--- config.mk ---
export PLATFORM = sky130hd
export DESIGN_NAME = pc_fetch_unit_flat
export DESIGN_NICKNAME = d
export VERILOG_FILES = /design/src/rtl/pc_fetch_unit_if.sv /design/src/rtl/pc_fetch_unit.sv /design/src/flat_wrapper.sv
export SDC_FILE = /design/constraint.sdc
export NUM_CORES = 1
export LEC_CHECK = 0
export ABC_AREA = 1
export BUFFER_PORTS_ARGS = -buffer_cell sky130_fd_sc_hd__buf_4
export CORE_UTILIZATION = 45
export CTS_BUF_LIST = sky130_fd_sc_hd__clkbuf_2
export DETAILED_ROUTE_END_ITERATION = 6
export PLACE_DENSITY = 0.73
export SLEW_MARGIN = 5
export SYNTH_ARGS = -nofsm -noshare
export SYNTH_HDL_FRONTEND = slang
export SYNTH_SLANG_ARGS = --single-unit
--- constraint.sdc ---
create_clock -name clk -period 2.5 [get_ports clk]
set_input_delay 0.25 -clock clk [delete_from_list [all_inputs] [get_ports clk]]
set_output_delay 0.25 -clock clk [all_outputs]
set_load 0.01 [all_outputs]
--- src/rtl/pc_fetch_unit_if.sv ---
// Fetch-stage bus: redirect/control inputs from decode and PC/status outputs.
interface pc_fetch_unit_if;
   logic        stall;
   logic        branch_taken;
   logic [31:0] branch_target;
   logic        jump;
   logic [31:0] jump_target;
   logic        jalr;
   logic [31:0] jalr_base;
   logic [31:0] jalr_imm;
   logic        halt;
   logic        resume;
   logic [31:0] Address;
   logic [31:0] pc_plus4;
   logic        fetch_valid;
   logic        misalign_trap;
   logic [31:0] trap_pc;
   logic [1:0]  state;
   logic [31:0] cycle_count;
   logic [31:0] instret_count;

   // Fetch unit side
   modport master (
      input  stall, branch_taken, branch_target, jump, jump_target,
      input  jalr, jalr_base, jalr_imm, halt, resume,
      output Address, pc_plus4, fetch_valid, misalign_trap, trap_pc,
      output state, cycle_count, instret_count
   );

   // Decode / environment side
   modport slave (
      output stall, branch_taken, branch_target, jump, jump_target,
      output jalr, jalr_base, jalr_imm, halt, resume,
      input  Address, pc_plus4, fetch_valid, misalign_trap, trap_pc,
      input  state, cycle_count, instret_count
   );
endinterface

--- src/rtl/pc_fetch_unit.sv ---
// PC register and next-PC selection for the single-cycle core, with stall,
// halt/resume, misaligned-target trap and cycle/instret counters.
module pc_fetch_unit #(
   parameter logic [31:0] RESET_VECTOR = 32'h0000_0000,
   parameter logic [31:0] TRAP_VECTOR  = 32'h0000_0100
) (
   input logic              clk,
   input logic              rstn,
   pc_fetch_unit_if.master  bus
);

   typedef enum logic [1:0] {
      StBoot   = 2'b00,
      StRun    = 2'b01,
      StHalt   = 2'b10,
      StUnused = 2'b11
   } state_e;

   state_e      state_q, state_d;
   logic [31:0] pc_q, pc_d;
   logic [31:0] trap_pc_q, trap_pc_d;
   logic [31:0] cycle_q, cycle_d;
   logic [31:0] instret_q, instret_d;
   logic        misalign_q, misalign_d;

   logic [31:0] addr;
   logic [31:0] seq_pc;
   logic [31:0] jalr_target;
   logic [31:0] run_pc;
   logic        run_misaligned;

   // BOOT (and the unused encoding) always presents the reset vector
   assign addr        = (state_q == StRun || state_q == StHalt) ? pc_q : RESET_VECTOR;
   assign seq_pc      = addr + 32'd4;
   assign jalr_target = (bus.jalr_base + bus.jalr_imm) & ~32'd1;

   // Redirect priority and alignment check for a non-stalled, non-halting RUN cycle
   always_comb begin
      run_pc         = seq_pc;
      run_misaligned = 1'b0;
      if (bus.jalr) begin
         run_pc         = jalr_target;
         run_misaligned = jalr_target[1];
      end else if (bus.jump) begin
         run_pc         = bus.jump_target;
         run_misaligned = (bus.jump_target[1:0] != 2'b00);
      end else if (bus.branch_taken) begin
         run_pc         = bus.branch_target;
         run_misaligned = (bus.branch_target[1:0] != 2'b00);
      end
   end

   // Next-state, next-PC, trap and counter updates
   always_comb begin
      state_d    = state_q;
      pc_d       = pc_q;
      trap_pc_d  = trap_pc_q;
      cycle_d    = cycle_q;
      instret_d  = instret_q;
      misalign_d = 1'b0;
      case (state_q)
         StRun: begin
            cycle_d = cycle_q + 32'd1;
            if (!bus.stall) begin
               instret_d = instret_q + 32'd1;
               if (bus.halt) begin
                  pc_d    = seq_pc;
                  state_d = StHalt;
               end else if (run_misaligned) begin
                  pc_d       = TRAP_VECTOR;
                  trap_pc_d  = addr;
                  misalign_d = 1'b1;
               end else begin
                  pc_d = run_pc;
               end
            end
         end
         StHalt: begin
            if (bus.resume) begin
               state_d = StRun;
            end
         end
         default: begin
            state_d = StRun;
            pc_d    = RESET_VECTOR;
         end
      endcase
   end

   // State registers with synchronous active-low reset
   always_ff @(posedge clk) begin
      if (!rstn) begin
         state_q    <= StBoot;
         pc_q       <= RESET_VECTOR;
         trap_pc_q  <= 32'd0;
         cycle_q    <= 32'd0;
         instret_q  <= 32'd0;
         misalign_q <= 1'b0;
      end else begin
         state_q    <= state_d;
         pc_q       <= pc_d;
         trap_pc_q  <= trap_pc_d;
         cycle_q    <= cycle_d;
         instret_q  <= instret_d;
         misalign_q <= misalign_d;
      end
   end

   assign bus.Address       = addr;
   assign bus.pc_plus4      = seq_pc;
   assign bus.fetch_valid   = (state_q == StRun);
   assign bus.misalign_trap = misalign_q;
   assign bus.trap_pc       = trap_pc_q;
   assign bus.state         = state_q;
   assign bus.cycle_count   = cycle_q;
   assign bus.instret_count = instret_q;

endmodule

--- src/flat_wrapper.sv ---
// flat-port wrapper written by rule: the top's interface ports become plain ports
module pc_fetch_unit_flat 
#(
   parameter logic [31:0] RESET_VECTOR = 32'h0000_0000,
   parameter logic [31:0] TRAP_VECTOR  = 32'h0000_0100
)
  (clk, rstn, bus_stall, bus_branch_taken, bus_branch_target, bus_jump, bus_jump_target, bus_jalr, bus_jalr_base, bus_jalr_imm, bus_halt, bus_resume, bus_Address, bus_pc_plus4, bus_fetch_valid, bus_misalign_trap, bus_trap_pc, bus_state, bus_cycle_count, bus_instret_count);
  pc_fetch_unit_if bus_i ();
  input logic clk;
  input logic rstn;
  input wire logic [$bits(bus_i.stall)-1:0] bus_stall;
  input wire logic [$bits(bus_i.branch_taken)-1:0] bus_branch_taken;
  input wire logic [$bits(bus_i.branch_target)-1:0] bus_branch_target;
  input wire logic [$bits(bus_i.jump)-1:0] bus_jump;
  input wire logic [$bits(bus_i.jump_target)-1:0] bus_jump_target;
  input wire logic [$bits(bus_i.jalr)-1:0] bus_jalr;
  input wire logic [$bits(bus_i.jalr_base)-1:0] bus_jalr_base;
  input wire logic [$bits(bus_i.jalr_imm)-1:0] bus_jalr_imm;
  input wire logic [$bits(bus_i.halt)-1:0] bus_halt;
  input wire logic [$bits(bus_i.resume)-1:0] bus_resume;
  output wire logic [$bits(bus_i.Address)-1:0] bus_Address;
  output wire logic [$bits(bus_i.pc_plus4)-1:0] bus_pc_plus4;
  output wire logic [$bits(bus_i.fetch_valid)-1:0] bus_fetch_valid;
  output wire logic [$bits(bus_i.misalign_trap)-1:0] bus_misalign_trap;
  output wire logic [$bits(bus_i.trap_pc)-1:0] bus_trap_pc;
  output wire logic [$bits(bus_i.state)-1:0] bus_state;
  output wire logic [$bits(bus_i.cycle_count)-1:0] bus_cycle_count;
  output wire logic [$bits(bus_i.instret_count)-1:0] bus_instret_count;
  assign bus_i.stall = bus_stall;
  assign bus_i.branch_taken = bus_branch_taken;
  assign bus_i.branch_target = bus_branch_target;
  assign bus_i.jump = bus_jump;
  assign bus_i.jump_target = bus_jump_target;
  assign bus_i.jalr = bus_jalr;
  assign bus_i.jalr_base = bus_jalr_base;
  assign bus_i.jalr_imm = bus_jalr_imm;
  assign bus_i.halt = bus_halt;
  assign bus_i.resume = bus_resume;
  assign bus_Address = bus_i.Address;
  assign bus_pc_plus4 = bus_i.pc_plus4;
  assign bus_fetch_valid = bus_i.fetch_valid;
  assign bus_misalign_trap = bus_i.misalign_trap;
  assign bus_trap_pc = bus_i.trap_pc;
  assign bus_state = bus_i.state;
  assign bus_cycle_count = bus_i.cycle_count;
  assign bus_instret_count = bus_i.instret_count;
  pc_fetch_unit #(.RESET_VECTOR(RESET_VECTOR), .TRAP_VECTOR(TRAP_VECTOR)) u_core (.clk(clk), .rstn(rstn), .bus(bus_i));
endmodule
# After elaboration in Yosys (flattened, before gate mapping)
# Cells that the tools add are included.
[totals]
register_bits = 131
input_bits = 136
out_inout_bits = 164
wordCells = 44
[op_classes]
add_sub_neg = 4
eq_ne = 5
mux = 16
bitwise = 5
reduce_logical = 8
[op_table]
columns = ["operator", "n"]
rows = [
  ["$mux 32", 7],
  ["$add 32x1->32 const B", 2],
  ["$pmux 32 s2", 1],
  ["$add 32x3->32 const B", 1],
  ["$add 32x32->32", 1],
  ["$mux 2", 3],
  ["$ne 2x2->1 const B", 3],
  ["$not 1->1", 5],
  ["$mux 1", 4],
  ["$pmux 2 s2", 1],
  ["$reduce_and 2->1", 2],
  ["$reduce_and 4->1", 1],
  ["$reduce_bool 2->1", 2],
  ["$reduce_or 4->1", 1],
  ["$reduce_and 3->1", 1],
  ["$eq 2x1->1 const B", 1],
  ["$eq 2x2->1 const B", 1],
  ["$logic_or 1x1->1", 1],
]

# Logic depth before layout (Yosys ltp)
[logic_depth]
depth_word = 11
depth_mapped = 24
mapped_depth_nobuf = 21

# Least setup slack after synthesis
# OpenSTA, ideal clock, no wires.
[synth_timing]
path_kind = "reg-to-reg"
start = "register u_core.state_q[0], in the netlist u_core.bus.state[0]"
end = "register u_core.pc_q[20]"
setup_ps = 132
arrival_ps = 2997
required_time_ps = 2368
setup_slack_ps = -629
stages_incl_launch_ff = 25
path_buffers = 3
period_less_slack_ps = 3129
cell_sequence = "dfxtp_1 -> inv_1 -> ha_1 -> inv_2 -> buf_6 -> buf_6 -> buf_2 -> nand2_1 -> inv_1 -> ha_1 -> inv_1 -> nor2_2 -> nand2_1 -> nor2_2 -> nand2_1 -> nand2_1 -> nand2_1 -> nand2_1 -> nand2_1 -> o21ai_0 -> nand2_1 -> nand2_1 -> nand2_1 -> nand2_1 -> a21oi_1"
[synth_via]
elab_chain_cells = 11
word_cells_on_any_way = 15
cone_classes = "add/sub: 1; eq/ne: 3; mux: 8; bitwise: 1; reduce/logical: 2"
[synth_lines]
columns = ["item", "line_no", "source"]
rows = [
  ["from (decl)", "pc_fetch_unit.sv:19", "state_e state_q, state_d;"],
  ["from (signal assigned)", "pc_fetch_unit.sv:93", "state_q <= StBoot;"],
  ["from (signal assigned)", "pc_fetch_unit.sv:100", "state_q <= state_d;"],
  ["$eq 2x1->1 / $eq 2x2->1 (equally long branches)", "pc_fetch_unit.sv:33", "assign addr = (state_q == StRun || state_q == StHalt) ? pc_q : RESET_VECTOR;"],
  ["$logic_or 1x1->1 *", "pc_fetch_unit.sv:33", ""],
  ["$mux 32 *", "pc_fetch_unit.sv:33", ""],
  ["via bus_Address[2]", "flat_wrapper.sv:21", "output wire logic [$bits(bus_i.Address)-1:0] bus_Address;"],
  ["$add 32x3->32 *", "pc_fetch_unit.sv:34", "assign seq_pc = addr + 32'd4;"],
  ["via bus_pc_plus4[20]", "flat_wrapper.sv:22", "output wire logic [$bits(bus_i.pc_plus4)-1:0] bus_pc_plus4;"],
  ["$mux 32", "pc_fetch_unit.sv:47", "end else if (bus.branch_taken) begin"],
  ["$mux 32", "pc_fetch_unit.sv:44", "end else if (bus.jump) begin"],
  ["$mux 32", "pc_fetch_unit.sv:41", "if (bus.jalr) begin"],
  ["$mux 32", "pc_fetch_unit.sv:69", "end else if (run_misaligned) begin"],
  ["$mux 32 *", "pc_fetch_unit.sv:66", "if (bus.halt) begin"],
  ["$mux 32 *", "pc_fetch_unit.sv:64", "if (!bus.stall) begin"],
  ["$pmux 32 s2 *", "pc_fetch_unit.sv:61", "case (state_q)"],
  ["to (signal assigned)", "pc_fetch_unit.sv:101", "pc_q <= pc_d;"],
  ["to (decl)", "pc_fetch_unit.sv:20", "logic [31:0] pc_q, pc_d;"],
]
# Mark *: on every way through the listed nets, which the timed path passes. The rest lies on a longest branch. The select of a mux whose other input is x is not followed.
# A chain may end at the register's enable or synchronous reset.

# Final worst setup path
[layout_timing]
start = "register u_core.state_q[0], in the netlist u_core.bus.state[0]"
end = "output bus_pc_plus4[12]"
[layout_via]
elab_chain_cells = 4
word_cells_on_any_way = 5
cone_classes = "add/sub: 1; eq/ne: 2; mux: 1; reduce/logical: 1"
[layout_lines]
columns = ["item", "line_no"]
rows = [
  ["$eq 2x1->1 / $eq 2x2->1 (equally long branches)", "pc_fetch_unit.sv:33"],
  ["$logic_or 1x1->1 *", "pc_fetch_unit.sv:33"],
  ["$mux 32 *", "pc_fetch_unit.sv:33"],
  ["$add 32x3->32 *", "pc_fetch_unit.sv:34"],
  ["to (decl)", "flat_wrapper.sv:22"],
]
# Mark *: on every way between the ends. The rest lies on a longest branch, timed or not.

==> run_results.csv <==
group,metric,value,unit
run_status,status,"finished with violations",
run_status,violations,"setup timing",
cts,cts_buffer_depth,2,
sta,worst_slew_pin_slew,0.547,ns
sta,min_period_over_period,1.19,
synth,synthesis.area,10600,um2
drt,num_vias,13500,
floorplan,start_util,0.463,
pwr,power_density,367,nW/um2
synth,synth_top_cell_area_share,0.247,
grt,grt_util_all_layers,0.344,
setup_path,cp_cell_sequence,"inv_2 -> ha_4 -> clkinv_8 -> buf_6 -> nand2_4 -> inv_4 -> ha_4 -> inv_4 -> nor2_4 -> nand2_4 -> nor2_4 -> xor2_2 -> buf_4 -> buf_6",
layout,post-route-util,0.662,
cts,cts_tree,"done",
sta,fin_skew,0.0625,ns
setup_path,worstSetupStartpointType,"register",
sta,rsz0062_at_grt,"true",
floorplan,die_x,156,um
job,cap_viol_max_count,0,
sta,hold_viol,0,
sta,hold_ws,0.0496,ns
drt,dr.pass1.iters,6,
layout,seq_area,2630,um2
drt,drc,0,
layout,drive_gt1_frac,0.284,
setup_path,worstSetupEndpointType,"output pin",
synth,synthTopCellsByArea,"dfxtp_1 25%, nand2_1 20%, inv_1 9.9%, a21oi_1 7.8%, nand3_1 7.0%",
setup_path,path_class,"register to output pin",
layout,final_common_cell,"nand2_1",
synth,synth_edf_count,0,
setup_path,worstPathMaxFanout,8,
layout,nNetsFinal,2391,
synth,ys_warn_count,0,
cts,clock-root-buffer,"clkbuf_2",
place,gp_congestion,1.08,
sta,timing.fmax,336,MHz
cts,ctsHtreeMaxLevel,4,
drt,ant_nets,0,
synth,syn_inst,1856,
synth,ys_seq_area_frac,0.247,
grt,grt_pass1_vias,12400,
cts,clkSinkCount,131,
synth,syn_nets,2028,
setup_path,critPathMaxStageDelay,0.39,ns
sta,final-setup-viol-count,30,
floorplan,core-area,22900,um2
layout,fill_cells,2186,
cts,clk_pin_slew,0.28,ns
drt,avgViaCountPerCell,5.31,
grt,grt_antenna_before_repair,1,
sta,fin_setup_tns,-10.67,ns
sta,report.final.slew_viol_count,0,
grt,grt_pass1_wl,64.9,mm
floorplan,rows,55,
floorplan,die_h,156,um
synth,ys_ff_latch,131,
layout,final_cell_mix,"519 x nand2_1, 364 x buf_4, 255 x inv_1",
synth,synthDistinctLibCells,49,
synth,synthArstFlopShare,0,
floorplan,io_pins,300,
floorplan,die_area,24200,um2
min_path,holdCritPathClass,"input port to register",
synth,synth.avg_cell_area,5.72,um2
setup_path,cp_data_required_time,2.25,ns
place,dp_slack,-0.0596,ns
synth,yosys_most_used_dff,"dfxtp_1",
drt,avgRoutedWirePerCell,16.8,um
sta,period_minus_slack,2.98,ns
drt,finalWirelength,42.8,mm
place,port_buffers,299,
drt,dr.first_iter.drc_count,1097,
pwr,leakage,7.50,nW
grt,grt-ovfl-total,0,
pwr,peakVddDrop,0.248,mV
sta,finalWorstSetupSlack,-0.476,ns
setup_path,slowest_stage,"dfxtp_2",
cts,clk_latency,0.74,ns
synth,synth_area_leader_cell,"dfxtp_1",
layout,areaGrowthSynthToFinish,42.9,%
sta,slew_headroom,0.635,
setup_path,crit_arrival,2.73,ns
place,dpl.hpwl,33.3,mm
grt,grt_start_max_net_pins,70,
cts,cts_made_buffers,17,
layout,multi_input_area,7480,um2
## synthesized netlist by cell type (8+ instances only)
cell type	number
ha_1	35
nor4_1	8
nand3_1	148
o21ai_0	117
nor2_1	176
xnor2_1	10
inv_1	280
nand2_1	564
dfxtp_1	131
nor3_1	27
nor2_2	11
a21oi_1	166
clkbuf_1	48
xor2_1	17
nand4_1	15
or2_2	18
## kinds of logic (layout without fill, tap and decap cells)
logic type / after synthesis / in the layout / share of synthesized area
xor+xnor: 28 / 28 / 0.0238
flops: 131 / 131 / 0.247
other cells: 0 / 1 / 0
compound gates: 313 / 313 / 0.154
simple gates: 1001 / 1001 / 0.406
fa+ha+maj: 36 / 36 / 0.0431
buf+inv: 347 / 723 / 0.127
## path summary, 6_finish.rpt
check	from	to	slack, ns	cells past startpoint
setup reg to reg	u_core.bus.state[0]$_SDFFE_PN0P_	u_core.pc_q[12]$_SDFFE_PN0P_	-0.06	22
hold reg to reg	u_core.bus.cycle_count[31]$_SDFFE_PN0P_	u_core.bus.cycle_count[31]$_SDFFE_PN0P_	0.49	2
setup / recovery	u_core.bus.state[0]$_SDFFE_PN0P_	bus_pc_plus4[12]	-0.48	14
hold / removal	bus_jump_target[15]	u_core.pc_q[15]$_SDFFE_PN0P_	0.05	7
## critical path: cells and delay by family, from the launching register on
family	cells	cell delay [ns]
XOR/XNOR	1	0.16
adder cells (fa/ha/maj)	2	0.39
buffers and inverters	7	0.59
flip-flops	1	0.39
AND/OR/NAND/NOR	4	0.49
## per-stage QoR
step / area, um2 / power (W) / std cells
after global placement: 13600 / 0.00392 / 2465
after CTS: 14500 / 0.00542 / 2526
after detailed placement: 13600 / 0.00393 / 2465
final: 15200 / 0.00557 / 2546
after floorplan: 10700 / 0.00326 / 1856
after global routing: 15200 / 0.00587 / 2546
## layer usage
metal,wire (um),up-vias,track usage
li1,-,6637,-
met1,17100,6135,0.421
met2,20600,630,0.593
met3,3110,126,0.0556
met4,2040,0,0.152
met5,0,-,0
## timing repair
action | 4_1_cts | 5_1_grt
gates resized for setup | 117 | 138
endpoints found under the setup margin | 37 | 64
pin swaps | 20 | 37
gates cloned | 2 | 1
setup buffers | 20 | 19
hold buffers | 8 | 0
hold endpoints to repair | 39 | 0
## power by group
part           switching, W  leakage (nW)  internal [W]
logic               0.00114          6.30      0.000818
clock network       0.00104         0.143      0.000332
registers         0.0000808          1.06       0.00216
total               0.00226          7.50       0.00331
## flip-flops by register name, summed over array words and instances (netlist names)
signal and count:
u_core.bus.instret_count 32, u_core.bus.cycle_count 32, u_core.bus.state 2, u_core.bus.misalign_trap 1, u_core.bus.trap_pc 32, u_core.pc_q 32
## final cells by class
type,count,area share
Clock buffer,17,0.00561
Antenna cell,1,0.000165
Sequential cell,131,0.173
Multi-Input combinational cell,1378,0.493
Tap cell,313,0.0258
Timing Repair Buffer,408,0.219
Inverter,283,0.0733
Clock inverter,15,0.0105
(Power assumes the default switching activity.)
